[config.mk]
export PLATFORM = sky130hd
export DESIGN_NAME = intdiv_mulrec
export DESIGN_NICKNAME = d
export VERILOG_FILES = /design/src/rtl/intdiv_mulrec.sv
export SDC_FILE = /design/constraint.sdc
export NUM_CORES = 1
export LEC_CHECK = 0
export BUFFER_PORTS_ARGS = -buffer_cell sky130_fd_sc_hd__buf_4
export CORE_ASPECT_RATIO = 1.4
export CORE_MARGIN = 2
export CORE_UTILIZATION = 55
export DETAILED_ROUTE_END_ITERATION = 10
export PLACE_DENSITY = 0.71
export SYNTH_ARGS = -nofsm -noshare
export SYNTH_HDL_FRONTEND = slang
export SYNTH_SLANG_ARGS = --single-unit
[constraint.sdc]
create_clock -name clk -period 8.8 [get_ports clk]
set_input_delay 0.44 -clock clk [delete_from_list [all_inputs] [get_ports clk]]
set_output_delay 0.44 -clock clk [all_outputs]
set_load 0.1 [all_outputs]
[src/rtl/intdiv_mulrec.sv]
// intdiv_mulrec: sequential signed reconstructor x = z*y + r.
// Radix-2 Booth recoding of the quotient z, one recoded bit per clock,
// over a 2N-bit modular accumulator seeded with the sign-extended remainder.
// Flags overflow when the exact result does not fit N signed bits, and
// flags err when the result disagrees with the expected dividend xchk.
module intdiv_mulrec #(
   parameter int N = 32
) (
   input  logic         clk,
   input  logic         rst,
   input  logic         start,
   input  logic [N-1:0] z,
   input  logic [N-1:0] y,
   input  logic [N-1:0] r,
   input  logic [N-1:0] xchk,
   output logic         busy,
   output logic         done,
   output logic [N-1:0] x,
   output logic         ovf,
   output logic         err
);

   localparam int KW = $clog2(N);

   localparam logic [1:0] S_IDLE = 2'd0;
   localparam logic [1:0] S_RUN  = 2'd1;
   localparam logic [1:0] S_DONE = 2'd2;

   logic [1:0]     state_reg, state_next;
   logic [N-1:0]   z_reg, z_next;
   logic [N-1:0]   y_reg, y_next;
   logic [N-1:0]   xchk_reg, xchk_next;
   logic [2*N-1:0] acc_reg, acc_next;
   logic           zp_reg, zp_next;
   logic [KW-1:0]  k_reg, k_next;
   logic [N-1:0]   x_reg, x_next;
   logic           ovf_reg, ovf_next;
   logic           err_reg, err_next;

   logic [2*N-1:0] ys_shifted;
   logic [2*N-1:0] acc_step;
   logic           zk;
   logic [N-1:0]   sign_diff;
   logic           step_ovf;

   // Booth step datapath: shifted multiplicand and the recoded add/sub/hold
   always_comb begin
      ys_shifted = {{N{y_reg[N-1]}}, y_reg} << k_reg;
      zk         = z_reg[k_reg];
      acc_step   = acc_reg;
      case ({zk, zp_reg})
         2'b01:   acc_step = acc_reg + ys_shifted;
         2'b10:   acc_step = acc_reg - ys_shifted;
         default: acc_step = acc_reg;
      endcase
   end

   // The result fits N signed bits only if bits 2N-1 .. N-1 all equal the
   // sign; any neighbouring pair that differs marks an overflow.
   generate
      for (genvar gi = 0; gi < N; gi++) begin : g_sign_diff
         assign sign_diff[gi] = acc_step[N + gi] ^ acc_step[N - 1 + gi];
      end
   endgenerate

   assign step_ovf = |sign_diff;

   // Next-state logic for the IDLE/RUN/DONE sequencer and its datapath
   always_comb begin
      state_next = state_reg;
      z_next     = z_reg;
      y_next     = y_reg;
      xchk_next  = xchk_reg;
      acc_next   = acc_reg;
      zp_next    = zp_reg;
      k_next     = k_reg;
      x_next     = x_reg;
      ovf_next   = ovf_reg;
      err_next   = err_reg;
      case (state_reg)
         S_RUN: begin
            acc_next = acc_step;
            zp_next  = zk;
            k_next   = k_reg + KW'(1);
            if (k_reg == KW'(N - 1)) begin
               // Final step: publish results computed from the last update
               state_next = S_DONE;
               x_next     = acc_step[N-1:0];
               ovf_next   = step_ovf;
               err_next   = step_ovf | (acc_step[N-1:0] != xchk_reg);
            end
         end
         default: begin
            // IDLE and DONE both accept a new operation
            if (start) begin
               state_next = S_RUN;
               z_next     = z;
               y_next     = y;
               xchk_next  = xchk;
               acc_next   = {{N{r[N-1]}}, r};
               zp_next    = 1'b0;
               k_next     = '0;
            end else if (state_reg == S_DONE) begin
               state_next = S_IDLE;
            end
         end
      endcase
   end

   // State registers with synchronous reset; a reset mid-run aborts the operation
   always_ff @(posedge clk) begin
      if (rst) begin
         state_reg <= S_IDLE;
         z_reg     <= '0;
         y_reg     <= '0;
         xchk_reg  <= '0;
         acc_reg   <= '0;
         zp_reg    <= 1'b0;
         k_reg     <= '0;
         x_reg     <= '0;
         ovf_reg   <= 1'b0;
         err_reg   <= 1'b0;
      end else begin
         state_reg <= state_next;
         z_reg     <= z_next;
         y_reg     <= y_next;
         xchk_reg  <= xchk_next;
         acc_reg   <= acc_next;
         zp_reg    <= zp_next;
         k_reg     <= k_next;
         x_reg     <= x_next;
         ovf_reg   <= ovf_next;
         err_reg   <= err_next;
      end
   end

   assign busy = (state_reg == S_RUN);
   assign done = (state_reg == S_DONE);
   assign x    = x_reg;
   assign ovf  = ovf_reg;
   assign err  = err_reg;

endmodule

==> results.yml, run 1 <==
sta:
  worst_slack_ps: 459
  tightest_slew_ps: 1220
  setup_tns_ps: 0
  fin_crit_sh_pct: 94.8
  skew_ps: 16.2
  hold_viol: 0
  rsz0062_at_grt: "false"
  slew_viol_final: 0
  fin_hold_ws_ps: 114
  setup_violations: 0
  fmax_ghz: 0.120
  slew-limit-headroom_pct: 18.0
  finalCriticalPeriod_ps: 8340
global_routing:
  antenna_found_initial: 0
  grt_max_degree: 100
  grt_overflow: 0
  grt_pass1_wl_um: 110000
  grt_use_total_pct: 38.6
  grt_pass1_vias: 19500
placement:
  placed_area_sq_um: 20300
  place_ws_ps: 620
  hpwlAfterDp_um: 55200
  io_buffers: 166
  place.gp.congestion: 1.02
  dp_cells: 2983
floorplan:
  die_area_sq_um: 36000
  ioPinCount: 167
  core_region_area_sq_um: 34000
  fp.dieH_um: 224
  rows: 80
  fp.dieW_um: 161
  initial_core_util_pct: 55.8
critical_path:
  path_max_fanout: 52
  critPathKind: "reg -> reg"
  cp_top_family: "simple AND/OR/NAND/NOR gates"
  critPathLaunchType: "flip-flop"
  worstPathArrival_ps: 8760
  cpMaxStageDelayCell: "dfxtp_4"
  worstPathRequired_ps: 9220
  path_cells: "mux4_2 > a32oi_1 > o31ai_1 > a221oi_1 > and4bb_1 > and4b_1 > and2_1 > and2_1 > a31oi_1 > xor2_1 > ha_1 > a21oi_1 > o21ai_0 > a21oi_1 > nand3_1 > nor3_1 > o311a_1 > nor3_1 > nor3_1 > nor4b_1 > buf_4 > a21oi_1 > nor4_1 > a211oi_1"
  cpPeakStageDelay_ps: 830
  cp-end-kind: "flip-flop"
  worst-path-buf-inv: 1
cells_and_area:
  finalInstanceArea_sq_um: 21200
  instances_no_fill: 3027
  layout.nets: 2757
  final_util_pct: 62.2
  synthToLayoutAreaGrowth_pct: 11.6
  multi_input_area_sq_um: 14000
  antenna_cells: 0
  layout-drive-gt1-share_pct: 15.5
  largest_register_ffs: 64
  num-fill-cells: 3106
  regArea_sq_um: 4060
yosys:
  synth_area_leaders: "dfxtp_1 21%, a21oi_1 7.2%, nand2_1 7.1%, mux4_2 6.8%, nor2_1 4.7%"
  netlist_area_sq_um: 19000
  ys_seq_elements: 202
  avgSynthCellArea_sq_um: 7.50
  yosysSeqAreaShare_pct: 21.3
  synth_top_area_cell: "dfxtp_1"
  synth-edff-count: 0
  synth_top_cell_area_share_pct: 21.3
  synth-main-ff-cell: "dfxtp_1"
  synth_cells: 2529
  async_reset_ff_share_pct: 0
  ys_warn_count: 0
  syn_nets: 2728
  ys_types: 100
pwr:
  ir_drop_uv: 231
  power.density_nw_per_um2: 172
  design_power_total_mw: 3.63
  p_leak_nw: 8.00
clocking:
  cts_made_buffers: 24
  ctsLongestPathBuffers: 3
  clock-sinks: 202
  cts_tree: "done"
  ctsRootBufferMaster: "clkbuf_16"
  h-tree-depth: 1
  clkLatencyLatePin_ps: 570
  post-cts-setup-buffers: 0
  cts-hold-fix-buffers: 0
  cts_resized: 0
  clkSlewWorstSetupHoldPaths_ps: 70
routing:
  vias_per_cell: 6.73
  drc_errors: 0
  vias: 20400
  wl_per_cell_um: 23.9
  drt-initial-drc-count: 2168
  dr.pass1.iters: 5
  wirelength_um: 72200
  antenna_left: 0
worst_hold_path:
  min_path_type: "in -> reg"
outcome:
  status: "finished, final reports clean"
run:
  max_cap_viol_count: 0
==> kinds of logic (layout without fill, tap and decap cells) <==
kind of cell | count (synthesis) | after routing | share of synthesized area, %
adder cells (fa/ha/maj) | 68 | 68 | 4.52
AND/OR/NAND/NOR | 954 | 954 | 23.7
multiplexers | 173 | 173 | 13.2
flip-flops | 202 | 202 | 21.3
AO/OA/AOI/OAI | 768 | 768 | 26.3
buffers and inverters | 238 | 285 | 5.18
XOR/XNOR | 126 | 126 | 5.82
==> final timing paths <==
kind	from	end	slack, ps	depth (start not counted)
worst min register to register	z_reg[2]	z_reg[2]	450	2
worst min-delay path	y[18]	y_reg[18]	110	3
worst max register to register	k_reg[0]	err	460	24
worst max-delay path	k_reg[0]	err	460	24
==> Yosys cell counts, types with 57 or more instances <==
library cell	instances
o21ai_0	106
a211oi_1	108
nor2_1	240
ha_1	67
nor3_1	75
mux4_2	57
mux2i_1	74
xor2_1	66
a21oi_1	274
dfxtp_1	202
clkbuf_1	147
xnor2_1	60
nand2_1	357
==> routing by layer <==
layer	global-route usage, %	wire length [um]	vias up
met3	3.93	4680	262
met1	43.9	26500	9699
met2	68.7	35600	1008
met5	0	0	-
met4	24.4	5450	0
li1	-	-	9400
==> layout make-up <==
cell class | count | share of cell area, %
clock inverter | 17 | 1.21
tap | 451 | 2.67
inverter | 37 | 0.656
sequential | 202 | 19.2
timing repair buffer | 204 | 7.25
multi-input combinational | 2089 | 66.0
clock buffer | 27 | 3.08
==> cell usage in the layout, fill, tap and decap left out, types with 8 or more instances in the layout <==
| master | n |
|---|---|
| mux2_2 | 39 |
| nor2b_1 | 45 |
| mux4_2 | 57 |
| clkbuf_16 | 25 |
| a22oi_1 | 8 |
| xor2_1 | 66 |
| o22ai_1 | 13 |
| ha_1 | 66 |
| a221oi_1 | 8 |
| nor3b_1 | 11 |
| a211o_1 | 9 |
| o21a_1 | 22 |
| nand2b_1 | 16 |
| nor4_1 | 13 |
| or2_2 | 11 |
| and4_1 | 8 |
| xnor2_1 | 60 |
| buf_4 | 203 |
| nor3_1 | 75 |
| nand2_1 | 356 |
| dfxtp_1 | 197 |
| a21oi_1 | 274 |
| mux2i_1 | 74 |
| a21o_1 | 34 |
| o221a_2 | 8 |
| or3_1 | 14 |
| o221ai_1 | 11 |
| nand4_1 | 44 |
| o21ai_0 | 106 |
| o31ai_1 | 14 |
| inv_1 | 30 |
| and3_1 | 16 |
| nor2_1 | 239 |
| a211oi_1 | 108 |
| o211ai_1 | 21 |
| o21bai_1 | 12 |
| and2_1 | 16 |
| a31oi_1 | 35 |
| nand3_1 | 46 |
==> tightest hold or removal path: stages <==
cell	delay [ps]
buf_4	110
nand2_1	40
a21oi_1	50
==> report_power, final <==
group / internal, mW / total, mW / switching [mW]
Sequential: 0.969 / 1.05 / 0.0795
Combinational: 0.530 / 1.43 / 0.896
Clock: 0.691 / 1.16 / 0.467
Power figures use the tool's default switching activity.
==> run 2: changes to the inputs <==
--- a/config.mk
+++ b/config.mk
@@ -8,9 +8,10 @@
 export BUFFER_PORTS_ARGS = -buffer_cell sky130_fd_sc_hd__buf_4
 export CORE_ASPECT_RATIO = 1.4
 export CORE_MARGIN = 2
-export CORE_UTILIZATION = 55
+export CORE_UTILIZATION = 40
+export CTS_CLUSTER_SIZE = 28
 export DETAILED_ROUTE_END_ITERATION = 10
-export PLACE_DENSITY = 0.71
+export PLACE_DENSITY = 0.54
 export SYNTH_ARGS = -nofsm -noshare
 export SYNTH_HDL_FRONTEND = slang
 export SYNTH_SLANG_ARGS = --single-unit
==> results.yml, run 2 (synthesis results as in run 1) <==
sta:
  finalCriticalPeriod_ps: 8200
  slew_viol_final: 0
  tightest_slew_ps: 1180
  fmax_ghz: 0.122
  rsz0062_at_grt: "false"
  setup_tns_ps: 0
  slew-limit-headroom_pct: 21.3
  setup_violations: 0
  hold_viol: 0
  fin_crit_sh_pct: 93.2
  skew_ps: 25.8
placement:
  place.gp.congestion: 0.966
  dp_cells: 3171
  hpwlAfterDp_um: 58200
  io_buffers: 166
floorplan:
  die_area_sq_um: 49200
  initial_core_util_pct: 40.4
  ioPinCount: 167
  fp.dieH_um: 262
  fp.dieW_um: 188
  rows: 94
  core_region_area_sq_um: 46900
routing:
  wl_per_cell_um: 23.6
  antenna_left: 0
  wirelength_um: 75800
  vias_per_cell: 6.14
  drc_errors: 0
  vias: 19700
  dr.pass1.iters: 6
  drt-initial-drc-count: 1459
worst_hold_path:
  min_from: "y[17]"
  min_path_type: "in -> reg"
  min_path_cells: 3
  min_to: "y_reg[17]"
cells_and_area:
  most-common-layout-cells: "356 x nand2_1, 274 x a21oi_1, 239 x nor2_1, 218 x buf_4, 197 x dfxtp_1"
  antenna_cells: 0
  multi_input_area_sq_um: 14000
  final_common_cell: "nand2_1"
  largest_register_ffs: 64
  synthToLayoutAreaGrowth_pct: 12.5
  instances_no_fill: 3214
  layout-drive-gt1-share_pct: 15.6
  num-fill-cells: 4806
  regArea_sq_um: 4060
  layout.nets: 2772
critical_path:
  rr_startpoint: "k_reg[3]"
  r2r_end: "err"
  worstPathRequired_ps: 9220
  ff2ff_setup_slack_ps: 600
  r2r_cells: 24
  path_cells: "buf_4 > mux4_2 > mux2_2 > and2_1 > o41ai_1 > nand2_1 > or4_4 > nor3_4 > nor3b_4 > a21oi_1 > xor2_1 > ha_1 > a21oi_1 > o21ai_0 > a21o_1 > nor4_1 > a2111oi_0 > a211o_1 > nor2_1 > nand3_1 > a2111oi_0 > o221ai_1 > nor4_1 > a211oi_1"
  worstPathArrival_ps: 8620
  critPathLaunchType: "flip-flop"
  cpMaxStageDelayCell: "dfxtp_2"
  path_max_fanout: 29
  cpPeakStageDelay_ps: 760
  cp-end-kind: "flip-flop"
  critPathKind: "reg -> reg"
global_routing:
  grt_pass1_vias: 19000
  antenna_found_initial: 0
  grt_max_degree: 106
  grt_overflow: 0
  grt_use_total_pct: 29.8
  grt_pass1_wl_um: 115000
clocking:
  cts_made_buffers: 24
  clkSlewWorstSetupHoldPaths_ps: 60
  ctsLongestPathBuffers: 3
  cts_tree: "done"
  clkLatencyLatePin_ps: 580
  cts-hold-fix-buffers: 0
  h-tree-depth: 1
  ctsRootBufferMaster: "clkbuf_16"
  clock-sinks: 202
pwr:
  design_power_total_mw: 3.47
  ir_drop_uv: 141
  p_leak_nw: 7.99
  power.density_nw_per_um2: 163
outcome:
  status: "finished, final reports clean"
run:
  max_cap_viol_count: 0
[run 2: critical path, delay by kind of cell (launching register included)]
| family | cells | cell delay, ps |
|---|---|---|
| compound gates | 10 | 2680 |
| xor+xnor | 1 | 340 |
| fa+ha+maj | 1 | 400 |
| buf+inv | 1 | 420 |
| flops | 1 | 760 |
| mux | 2 | 650 |
| simple gates | 9 | 2750 |
[run 2: layout make-up]
class	instances	area share, %
sequential	202	19.0
tap	624	3.66
timing repair buffer	219	7.72
multi-input combinational	2089	65.5
clock buffer	36	3.17
inverter	37	0.651
clock inverter	7	0.322
[run 2: what timing repair did]
action                     in CTS  in global routing
gates resized for setup         0                  1
setup buffers                   0                  0
setup endpoints to repair       0                  1
hold endpoints to repair        0                  0
[run 2: worst max path at each step]
stage | from | endpoint | slack (ps) | depth (start not counted)
2_1_floorplan | k_reg[4] | err | 950 | 32
3_3_place_gp | k_reg[3] | err | 760 | 23
3_5_place_dp | k_reg[2] | err | 690 | 23
4_1_cts | k_reg[2] | err | 680 | 23
5_1_grt | k_reg[3] | err | 10 | 24
6_report | k_reg[3] | err | 600 | 24
[run 2: metrics by stage]
stage	hold slack, ps	area [sq um]	util, %	setup WS, ps
after floorplan	433	19000	-	954
after global placement	442	20600	43.9	759
after detailed placement	445	20600	43.9	693
after CTS	81.2	21300	45.5	678
after global routing	106	21300	45.5	15.0
final	110	21300	45.5	597
[run 2: power by group]
group	total, mW	leakage [nW]	switching [mW]	internal (mW)
Sequential	1.05	1.66	0.0774	0.969
Combinational	1.44	5.97	0.905	0.538
Clock	0.979	0.361	0.444	0.535
[run 2: layer usage]
layer | track usage (%) | part of all wire (%)
met3 | 2.54 | 4.0
met2 | 55.2 | 51
met4 | 11.5 | 3.9
met5 | 0 | 0
met1 | 35.8 | 41
